==> src/rtl/button_event_ctrl_pkg.sv <==
// Shared event codes and hold-timer state encodings for the button event controller.
package btn_evt_pkg;

  typedef enum logic [1:0] {
    EV_RELEASE = 2'b00,
    EV_PRESS   = 2'b01,
    EV_LONG    = 2'b10,
    EV_RPT     = 2'b11
  } ev_type_e;

  typedef enum logic [1:0] {
    HOLD_IDLE   = 2'b00,
    HOLD_ARMED  = 2'b01,
    HOLD_REPEAT = 2'b10
  } hold_state_e;

  // Down-counter reload value for a period of 2^lg clocks.
  function automatic logic [63:0] period_load(input int lg);
    return (64'd1 << lg) - 64'd1;
  endfunction

endpackage

==> src/rtl/button_event_ctrl_sfifo.sv <==
// Synchronous first-word-fall-through FIFO; a write into a full FIFO is dropped
// unless a read frees a slot in the same cycle.
module sfifo #(
  parameter int BW     = 7,
  parameter int LGFLEN = 4
) (
  input  logic          i_clk,
  input  logic          i_reset,
  input  logic          i_wr,
  input  logic [BW-1:0] i_data,
  input  logic          i_rd,
  output logic [BW-1:0] o_data,
  output logic          o_empty,
  output logic          o_drop
);

  localparam int DEPTH = 1 << LGFLEN;

  logic [BW-1:0]   mem_q [DEPTH];
  logic [LGFLEN:0] wr_ptr_q, wr_ptr_d;
  logic [LGFLEN:0] rd_ptr_q, rd_ptr_d;
  logic            full;
  logic            do_rd;
  logic            do_wr;

  assign o_empty = (wr_ptr_q == rd_ptr_q);
  assign full    = (wr_ptr_q[LGFLEN-1:0] == rd_ptr_q[LGFLEN-1:0])
                && (wr_ptr_q[LGFLEN] != rd_ptr_q[LGFLEN]);
  assign do_rd   = i_rd && !o_empty;
  assign do_wr   = i_wr && (!full || do_rd);
  assign o_drop  = i_wr && !do_wr;
  assign o_data  = mem_q[rd_ptr_q[LGFLEN-1:0]];

  assign wr_ptr_d = do_wr ? wr_ptr_q + (LGFLEN+1)'(1) : wr_ptr_q;
  assign rd_ptr_d = do_rd ? rd_ptr_q + (LGFLEN+1)'(1) : rd_ptr_q;

  always_ff @(posedge i_clk) begin
    if (i_reset) begin
      wr_ptr_q <= '0;
      rd_ptr_q <= '0;
    end else begin
      wr_ptr_q <= wr_ptr_d;
      rd_ptr_q <= rd_ptr_d;
    end
  end

  // Storage needs no reset; the pointers define what is valid.
  always_ff @(posedge i_clk) begin
    if (do_wr) mem_q[wr_ptr_q[LGFLEN-1:0]] <= i_data;
  end

endmodule

==> src/rtl/button_event_ctrl.sv <==
// Converts debounced button levels into a queue of press/release/long/repeat events.
// Hold FSM: IDLE | no button held | ARMED | waiting for long-press | REPEAT | emitting repeats
module button_event_ctrl
  import btn_evt_pkg::*;
#(
  parameter int NIN    = 21,
  parameter int IW     = 5,
  parameter int LGFIFO = 4,
  parameter int LGHOLD = 24,
  parameter int LGRPT  = 22
) (
  input  logic            i_clk,
  input  logic            i_reset,
  input  logic [NIN-1:0]  i_debounced,
  output logic            o_valid,
  input  logic            i_ready,
  output logic [IW+1:0]   o_event,
  input  logic            i_clr_overflow,
  output logic            o_overflow,
  output logic            o_int
);

  localparam int TW = (LGHOLD > LGRPT) ? LGHOLD : LGRPT;
  localparam logic [TW-1:0] HOLD_LOAD = TW'(period_load(LGHOLD));
  localparam logic [TW-1:0] RPT_LOAD  = TW'(period_load(LGRPT));

  logic [NIN-1:0] r_prev_q;
  logic [NIN-1:0] pend_q, pend_d;
  logic [IW-1:0]  rr_q, rr_d;
  logic           ovf_q, ovf_d;

  logic           lo_vld, hi_vld, grant_vld;
  logic [IW-1:0]  lo_idx, hi_idx, grant_idx;
  logic [NIN-1:0] grant_mask;
  ev_type_e       grant_type;
  logic           press_grant;

  hold_state_e    hold_state_q;
  logic [TW-1:0]  timer_q;
  logic [IW-1:0]  hold_idx_q;
  logic           hreq_pend_q;
  ev_type_e       hreq_type_q;
  logic           hold_live;
  logic           hold_fire;
  ev_type_e       fire_type;
  ev_type_e       hreq_out_type;
  logic           hreq_wr;

  logic           fifo_wr;
  logic [IW+1:0]  fifo_wdata;
  logic           fifo_empty;
  logic           fifo_drop;

  // Round-robin: lowest pending index at or above rr, else the lowest overall.
  always_comb begin
    lo_vld = 1'b0;
    lo_idx = '0;
    hi_vld = 1'b0;
    hi_idx = '0;
    for (int i = NIN-1; i >= 0; i--) begin
      if (pend_q[i]) begin
        lo_vld = 1'b1;
        lo_idx = IW'(i);
        if (IW'(i) >= rr_q) begin
          hi_vld = 1'b1;
          hi_idx = IW'(i);
        end
      end
    end
  end

  assign grant_vld   = lo_vld;
  assign grant_idx   = hi_vld ? hi_idx : lo_idx;
  assign grant_mask  = grant_vld ? (NIN'(1) << grant_idx) : '0;
  assign grant_type  = r_prev_q[grant_idx] ? EV_PRESS : EV_RELEASE;
  assign press_grant = grant_vld && r_prev_q[grant_idx];

  assign pend_d = (pend_q & ~grant_mask) | (i_debounced ^ r_prev_q);
  assign rr_d   = !grant_vld                  ? rr_q :
                  (grant_idx == IW'(NIN-1))   ? '0   :
                                                grant_idx + IW'(1);

  assign hold_live     = (hold_state_q != HOLD_IDLE) && r_prev_q[hold_idx_q];
  assign hold_fire     = hold_live && (timer_q == '0);
  assign fire_type     = (hold_state_q == HOLD_ARMED) ? EV_LONG : EV_RPT;
  assign hreq_out_type = hreq_pend_q ? hreq_type_q : fire_type;
  assign hreq_wr       = !grant_vld && hold_live && (hreq_pend_q || hold_fire);

  assign fifo_wr    = grant_vld || hreq_wr;
  assign fifo_wdata = grant_vld ? {grant_type, grant_idx} : {hreq_out_type, hold_idx_q};

  assign ovf_d = (ovf_q && !i_clr_overflow) || fifo_drop;

  always_ff @(posedge i_clk) begin
    if (i_reset) begin
      r_prev_q <= i_debounced;
      pend_q   <= '0;
      rr_q     <= '0;
      ovf_q    <= 1'b0;
    end else begin
      r_prev_q <= i_debounced;
      pend_q   <= pend_d;
      rr_q     <= rr_d;
      ovf_q    <= ovf_d;
    end
  end

  // A new press always retargets the shared timer; a waiting request from the
  // previous button is discarded with it.
  always_ff @(posedge i_clk) begin
    if (i_reset) begin
      hold_state_q <= HOLD_IDLE;
      timer_q      <= '0;
      hold_idx_q   <= '0;
      hreq_pend_q  <= 1'b0;
      hreq_type_q  <= EV_LONG;
    end else if (press_grant) begin
      hold_state_q <= HOLD_ARMED;
      hold_idx_q   <= grant_idx;
      timer_q      <= HOLD_LOAD;
      hreq_pend_q  <= 1'b0;
    end else if ((hold_state_q != HOLD_IDLE) && !r_prev_q[hold_idx_q]) begin
      hold_state_q <= HOLD_IDLE;
      hreq_pend_q  <= 1'b0;
    end else begin
      case (hold_state_q)
        HOLD_ARMED: begin
          if (timer_q == '0) begin
            hold_state_q <= HOLD_REPEAT;
            timer_q      <= RPT_LOAD;
          end else begin
            timer_q <= timer_q - TW'(1);
          end
        end
        HOLD_REPEAT: begin
          if (timer_q == '0) timer_q <= RPT_LOAD;
          else               timer_q <= timer_q - TW'(1);
        end
        default: ;
      endcase
      if (hold_fire && grant_vld && !hreq_pend_q) begin
        hreq_pend_q <= 1'b1;
        hreq_type_q <= fire_type;
      end else if (hreq_wr) begin
        hreq_pend_q <= 1'b0;
      end
    end
  end

  sfifo #(
    .BW     (IW+2),
    .LGFLEN (LGFIFO)
  ) u_fifo (
    .i_clk   (i_clk),
    .i_reset (i_reset),
    .i_wr    (fifo_wr),
    .i_data  (fifo_wdata),
    .i_rd    (i_ready),
    .o_data  (o_event),
    .o_empty (fifo_empty),
    .o_drop  (fifo_drop)
  );

  assign o_valid    = !fifo_empty;
  assign o_int      = !fifo_empty;
  assign o_overflow = ovf_q;

endmodule
==> config.mk <==
export PLATFORM = sky130hd
export DESIGN_NAME = button_event_ctrl
export DESIGN_NICKNAME = d
export VERILOG_FILES = /design/src/rtl/button_event_ctrl_pkg.sv /design/src/rtl/button_event_ctrl_sfifo.sv /design/src/rtl/button_event_ctrl.sv
export SDC_FILE = /design/constraint.sdc
export NUM_CORES = 1
export LEC_CHECK = 0
export BUFFER_PORTS_ARGS = -buffer_cell sky130_fd_sc_hd__buf_2
export CORE_UTILIZATION = 47
export CTS_BUF_LIST = sky130_fd_sc_hd__clkbuf_8
export DETAILED_ROUTE_END_ITERATION = 6
export PLACE_DENSITY = 0.69
export REMOVE_ABC_BUFFERS = 1
export SLEW_MARGIN = 20
export SYNTH_ARGS = -nofsm -noshare
export SYNTH_HDL_FRONTEND = slang
export SYNTH_SLANG_ARGS = --single-unit
==> constraint.sdc <==
create_clock -name i_clk -period 7.7 [get_ports i_clk]
set_input_delay 1.54 -clock i_clk [delete_from_list [all_inputs] [get_ports i_clk]]
set_output_delay 1.54 -clock i_clk [all_outputs]
set_load 0.01 [all_outputs]
==> results of run 1 <==
## per-stage QoR
stage / power, mW / setup slack [ns] / area (µm²)
finish: 3.80 / 3.09 / 10500
global route: 4.02 / 2.80 / 10500
CTS: 3.82 / 3.13 / 10500
detailed placement: 2.91 / 3.15 / 9870
global placement: 2.90 / 3.22 / 9870
floorplan: 2.52 / 3.18 / 9310
## routing by layer
metal / global-route usage / up-vias
met5: 0 / -
met4: 0.0693 / 0
met3: 0.0454 / 28
met2: 0.336 / 245
met1: 0.289 / 3119
li1: - / 3024
## worst register-to-register path, cell delays in order (launching register included)
cell	delay (ns)
dfxtp_1	0.66
inv_1	0.29
a22o_1	0.29
or3_1	0.35
or4_4	0.54
o22ai_4	0.48
mux2i_1	0.29
a221oi_1	0.11
o31a_1	0.16
o2111ai_4	0.48
a21boi_4	0.67
a31oi_1	0.15
## cell type report
cell class | count | area share
Clock buffer | 35 | 0.0458
Clock inverter | 27 | 0.0143
Inverter | 24 | 0.00905
Multi-Input combinational cell | 517 | 0.377
Sequential cell | 207 | 0.501
Tap cell | 265 | 0.0315
Timing Repair Buffer | 41 | 0.0212
## state kept, by name, indices dropped and copies added (netlist names), 2 cells and up, named ones only
name,count
hold_idx_q,5
hold_state_q,2
pend_q,21
r_prev_q,21
rr_q,5
timer_q,24
u_fifo.mem_q,112
u_fifo.rd_ptr_q,5
u_fifo.wr_ptr_q,5
## kinds of logic (layout without fill, tap and decap cells)
kind of cell	Yosys count	in the layout	synth area share
simple gates	243	243	0.124
flops	207	207	0.553
compound gates	150	150	0.109
buf+inv	65	127	0.0317
mux	58	58	0.116
xor+xnor	51	51	0.0469
fa+ha+maj	15	15	0.0197
## power groups by stage
stage                     logic, mW  registers (mW)  clock network [mW]
after CTS                      1.29            1.61               0.916
after global placement         1.27            1.63                   0
after floorplan               0.940            1.58                   0
final                          1.29            1.61               0.899
after global routing           1.42            1.64               0.964
after detailed placement       1.28            1.63                   0
## cell usage in the layout, fill, tap and decap left out, types with 9 or more instances in the layout
cell type,synthesis,routed
a21oi_1,55,55
a21oi_2,10,10
a31oi_1,10,10
buf_2,6,34
clkbuf_8,0,35
clkinv_1,0,10
dfxtp_1,95,94
edfxtp_1,112,112
ha_1,15,15
inv_1,23,32
mux2i_1,14,14
mux4_2,41,41
nand2_1,46,46
nand2b_1,11,11
nand3_1,24,24
nand4_1,9,9
nor2_1,81,81
nor3_1,24,23
nor4_1,10,10
o21ai_0,19,19
xnor2_1,21,21
xor2_1,30,30
## worst min path at each step
stage | from | endpoint | slack [ns] | depth (start not counted)
floorplan | hold_state_q[1] | hold_state_q[1] | 0.46 | 2
global placement | hold_state_q[0] | hold_state_q[0] | 0.48 | 2
detailed placement | hold_state_q[0] | hold_state_q[0] | 0.48 | 2
CTS | hold_state_q[0] | hold_state_q[0] | 0.49 | 2
global route | hold_state_q[1] | hold_state_q[1] | 0.52 | 2
finish | o_overflow | o_overflow | 0.49 | 2
==> impl_metrics.toml, run 1 <==
[drt]
routedWlPerCell_um = 18.9
vias = 6416
route.met3.wl_um = 1470
routed-wl-met2_um = 9880
drtIter0Drc = 578
maxUsedRoutingLayer = "met4"
wl_met1_um = 9390
antenna_left = 0
firstDrtPassIters = 5
drc = 0
totalWireLength_um = 21100
via_per_inst = 5.75

[synth]
ys.flop_type = "edfxtp_1"
synth.most_common_cell = "edfxtp_1"
synth_edf_count = 112
synth_area_leaders = "edfxtp_1, dfxtp_1, mux4_2, nor2_1, a21oi_1"
syn_area_per_cell_um2 = 12.1
syn-instance-count = 789
synthTopCellsByCount = "edfxtp_1, dfxtp_1, nor2_1, a21oi_1, nand2_1"
yosysTopAreaCellShare = 0.353
synth.cell_area_mm2 = 0.00952
yosysSeqAreaShare = 0.553
yosysWarnings = 0
synth_top_cell_by_area = "edfxtp_1"
async_reset_ff_frac = 0
synth_cell_types = 75
synth-seq-cells = 207

[setup_path]
path_depth = 11
cp.arrival_ns = 4.98
r2r_setup_slack_ns = 3.09
cp.required_ns = 8.06
r2r-start = "rr_q[4]"
endpoint_kind = "register"
slowest_delay_ns = 0.67
crit_chain = "inv_1 -> a22o_1 -> or3_1 -> or4_4 -> o22ai_4 -> mux2i_1 -> a221oi_1 -> o31a_1 -> o2111ai_4 -> a21boi_4 -> a31oi_1"
path_delay_family = "compound AO/OA/AOI/OAI gates"
cp-start-kind = "register"
rr_endpoint = "timer_q[8]"
worst-path-max-fanout = 19
path_buf_inv = 1
reg2regPathDepth = 11
critPathSlowestCell = "a21boi_4"
cp-startpoint = "rr_q[4]"
setup.worst_path.end = "timer_q[8]"
path_class = "reg -> reg"

[clock_tree]
cts_max_level = 2
clk_latency_ns = 0.54
cts_tree = "done"
cts_max_path_buffers = 3
cts_made_buffers = 35
cts-resized-gates = 0
cts_sinks = 207
cts_hold_buf = 0
clk_pin_slew_worst_paths_ns = 0.06
cts_setup_buffers = 0
cts-root-buf = "clkbuf_8"

[power_and_ir_drop]
p_sw_mw = 1.38
netSwitchingFraction = 0.364
pwr-share-comb = 0.339
peakVddDrop_uv = 221
pwr-share-clk = 0.237
power_density_mw_per_mm2 = 361
power.internal_mw = 2.42
power.leakage_nw = 3.73
p_seq_frac = 0.424

[cells_and_area]
area_delta_synth_final_pct = 10.5
antennaDiodeCount = 0
regArea_mm2 = 0.00527
instances_no_fill = 1116
multi_input_area_mm2 = 0.00396
utilization = 0.535
finalNetCount = 866
drive_gt1_frac = 0.183
fillers = 1718

[sta]
finalCriticalPeriod_ns = 4.61
drv_slew = 0
rsz0062_at_grt = "false"
relSlewSlack = 0.281
hold_slack_ns = 0.486
fmax_mhz = 217
report.final.setup_viol = 0
finalSetupTns_ns = 0
min_period_over_period = 0.599
hold_violations = 0
worstMarginPinSlew_ns = 1.07
finalClockSkew_ns = 0.0291

[floorplanning]
initial_core_util = 0.484
die_area_mm2 = 0.0208
die_h_um = 144
io_pins = 35
die_width_um = 144
fp-row-count = 51
core-area_mm2 = 0.0197

[global_routing]
grt_max_degree = 71
antenna_found_initial = 0
track_usage = 0.212
grt_pass1_wl_um = 33400
grt_overflow = 0
grt_pass1_vias = 6147

[flow_run]
drv_cap = 0

[placed_design]
hpwl_um = 14200
dp.cells = 1054
numPortBuffers = 34
gp_congestion = 0.961

[worst_hold_path]
min_path_type = "reg -> reg"

[run_status]
status = "completed"
Note: power is estimated with default switching activity, not from simulation.
==> run 2, diff against run 1 <==
Clock period 7.7 ns to 4.25 ns, I/O delays scaled along.
==> run 2 against run 1 <==
- sequential power is 78% higher
- worst setup slack got worse by 2.8 ns
- sequential share of layout area shrank 1.6 points
- die area did not move
- cell count rose by 2.1%
- combinational power is 100% higher
- worst hold slack worse by 0.044 ns
- wire length up 0.97%
- first-iteration DRC count is 22% lower
- clock power up 120%
- clock skew decreased by 0.0028 ns
- critical path depth grew 2
- critical endpoint is now timer_q[18]
==> impl_metrics.toml, run 2 (synthesis gave the netlist of run 1 again) <==
[run_status]
status = "completed"

[sta]
finalClockSkew_ns = 0.0263
min_period_over_period = 0.931
worst_slack_ns = 0.293
relSlewSlack = 0.322
rsz0062_at_grt = "false"
hold_violations = 0
drv_slew = 0
finalSetupTns_ns = 0
report.final.setup_viol = 0
hold_slack_ns = 0.442
finalCriticalPeriod_ns = 3.96
fmax_mhz = 253
worstMarginPinSlew_ns = 1.02

[floorplanning]
io_pins = 35
core-area_mm2 = 0.0197
fp-row-count = 51
initial_core_util = 0.484
die_width_um = 144
die_area_mm2 = 0.0208
die_h_um = 144

[power_and_ir_drop]
peakVddDrop_uv = 351
power.leakage_nw = 3.91
p_total_mw = 7.43
power_density_mw_per_mm2 = 685

[cells_and_area]
drive_gt1_frac = 0.216
area_delta_synth_final_pct = 14.0
instances_no_fill = 1139
fillers = 1705
stdcell_area_mm2 = 0.0108
finalNetCount = 886
multi_input_area_mm2 = 0.00397
antennaDiodeCount = 0
largest_register_ffs = 112
final_common_cell = "edfxtp_1"
most-common-layout-cells = "edfxtp_1, dfxtp_1, nor2_1"
regArea_mm2 = 0.00527
utilization = 0.552

[setup_path]
cp-start-kind = "register"
worst-path-max-fanout = 13
r2r-start = "rr_q[1]"
r2r_setup_slack_ns = 0.29
cp-startpoint = "rr_q[1]"
setup.worst_path.end = "timer_q[18]"
endpoint_kind = "register"
reg2regPathDepth = 13
cp.required_ns = 4.62
path_class = "reg -> reg"
cp.arrival_ns = 4.33
rr_endpoint = "timer_q[18]"

[global_routing]
grt_pass1_vias = 6305
grt_max_degree = 52
antenna_found_initial = 0
grt_pass1_wl_um = 34100
grt_overflow = 0
track_usage = 0.216

[clock_tree]
cts_sinks = 207
clk_pin_slew_worst_paths_ns = 0.06
cts_max_level = 2
clk_latency_ns = 0.53
cts_hold_buf = 0
cts_tree = "done"
cts_max_path_buffers = 3
cts-root-buf = "clkbuf_8"
cts-resized-gates = 0
cts_setup_buffers = 0
cts_made_buffers = 36

[drt]
firstDrtPassIters = 5
totalWireLength_um = 21300
drtIter0Drc = 449
routedWlPerCell_um = 18.7
antenna_left = 0
via_per_inst = 5.65
drc = 0
vias = 6435

[placed_design]
dp.cells = 1073
dpl_worst_slack_ns = 0.162
placed_cell_area_mm2 = 0.0100
numPortBuffers = 34
gp_congestion = 0.931
hpwl_um = 14800

[flow_run]
drv_cap = 0

[worst_hold_path]
min_path_type = "in -> reg"
whs_path_depth = 1
==> run 2: layer usage <==
metal | part of all wire | wire (µm) | up-vias | GRT usage
li1 | - | - | 3071 | -
met1 | 0.44 | 9310 | 3105 | 0.283
met2 | 0.48 | 10100 | 221 | 0.357
met3 | 0.061 | 1310 | 38 | 0.0434
met4 | 0.026 | 561 | 0 | 0.0737
met5 | 0 | 0 | - | 0
==> run 2: how the worst min path moves through the flow <==
stage	startpoint	endpoint	slack, ns
detailed placement	o_overflow	o_overflow	0.48
CTS	i_debounced[11]	r_prev_q[11]	0.41
floorplan	hold_state_q[1]	hold_state_q[1]	0.46
global placement	hold_state_q[1]	hold_state_q[1]	0.48
global route	i_debounced[11]	r_prev_q[11]	0.41
finish	i_debounced[11]	r_prev_q[11]	0.44
==> run 2: final cells by class <==
type / instances / area share
clock buffers: 45 / 0.0571
multi-input cells: 517 / 0.366
inverters: 24 / 0.00877
repair buffers: 60 / 0.0348
clock inverters: 21 / 0.0167
flip-flops and latches: 207 / 0.486
well taps: 265 / 0.0306
==> run 2: worst max-delay path, cell delays in order, from the launching register on <==
cell	delay, ns
dfxtp_1	0.56
nand3_2	0.15
o211a_1	0.26
or3_1	0.41
or4_4	0.54
o22a_1	0.36
inv_6	0.16
mux2_1	0.32
a21oi_1	0.19
o311ai_2	0.14
o2111ai_4	0.11
a21boi_4	0.36
buf_12	0.19
a21oi_1	0.07
==> run 2: power breakdown <==
part | leakage (nW) | switching [mW] | internal, mW
sequential | 1.84 | 0.277 | 2.59
combinational | 1.63 | 1.49 | 1.10
clock | 0.437 | 0.822 | 1.15
total | 3.91 | 2.59 | 4.84
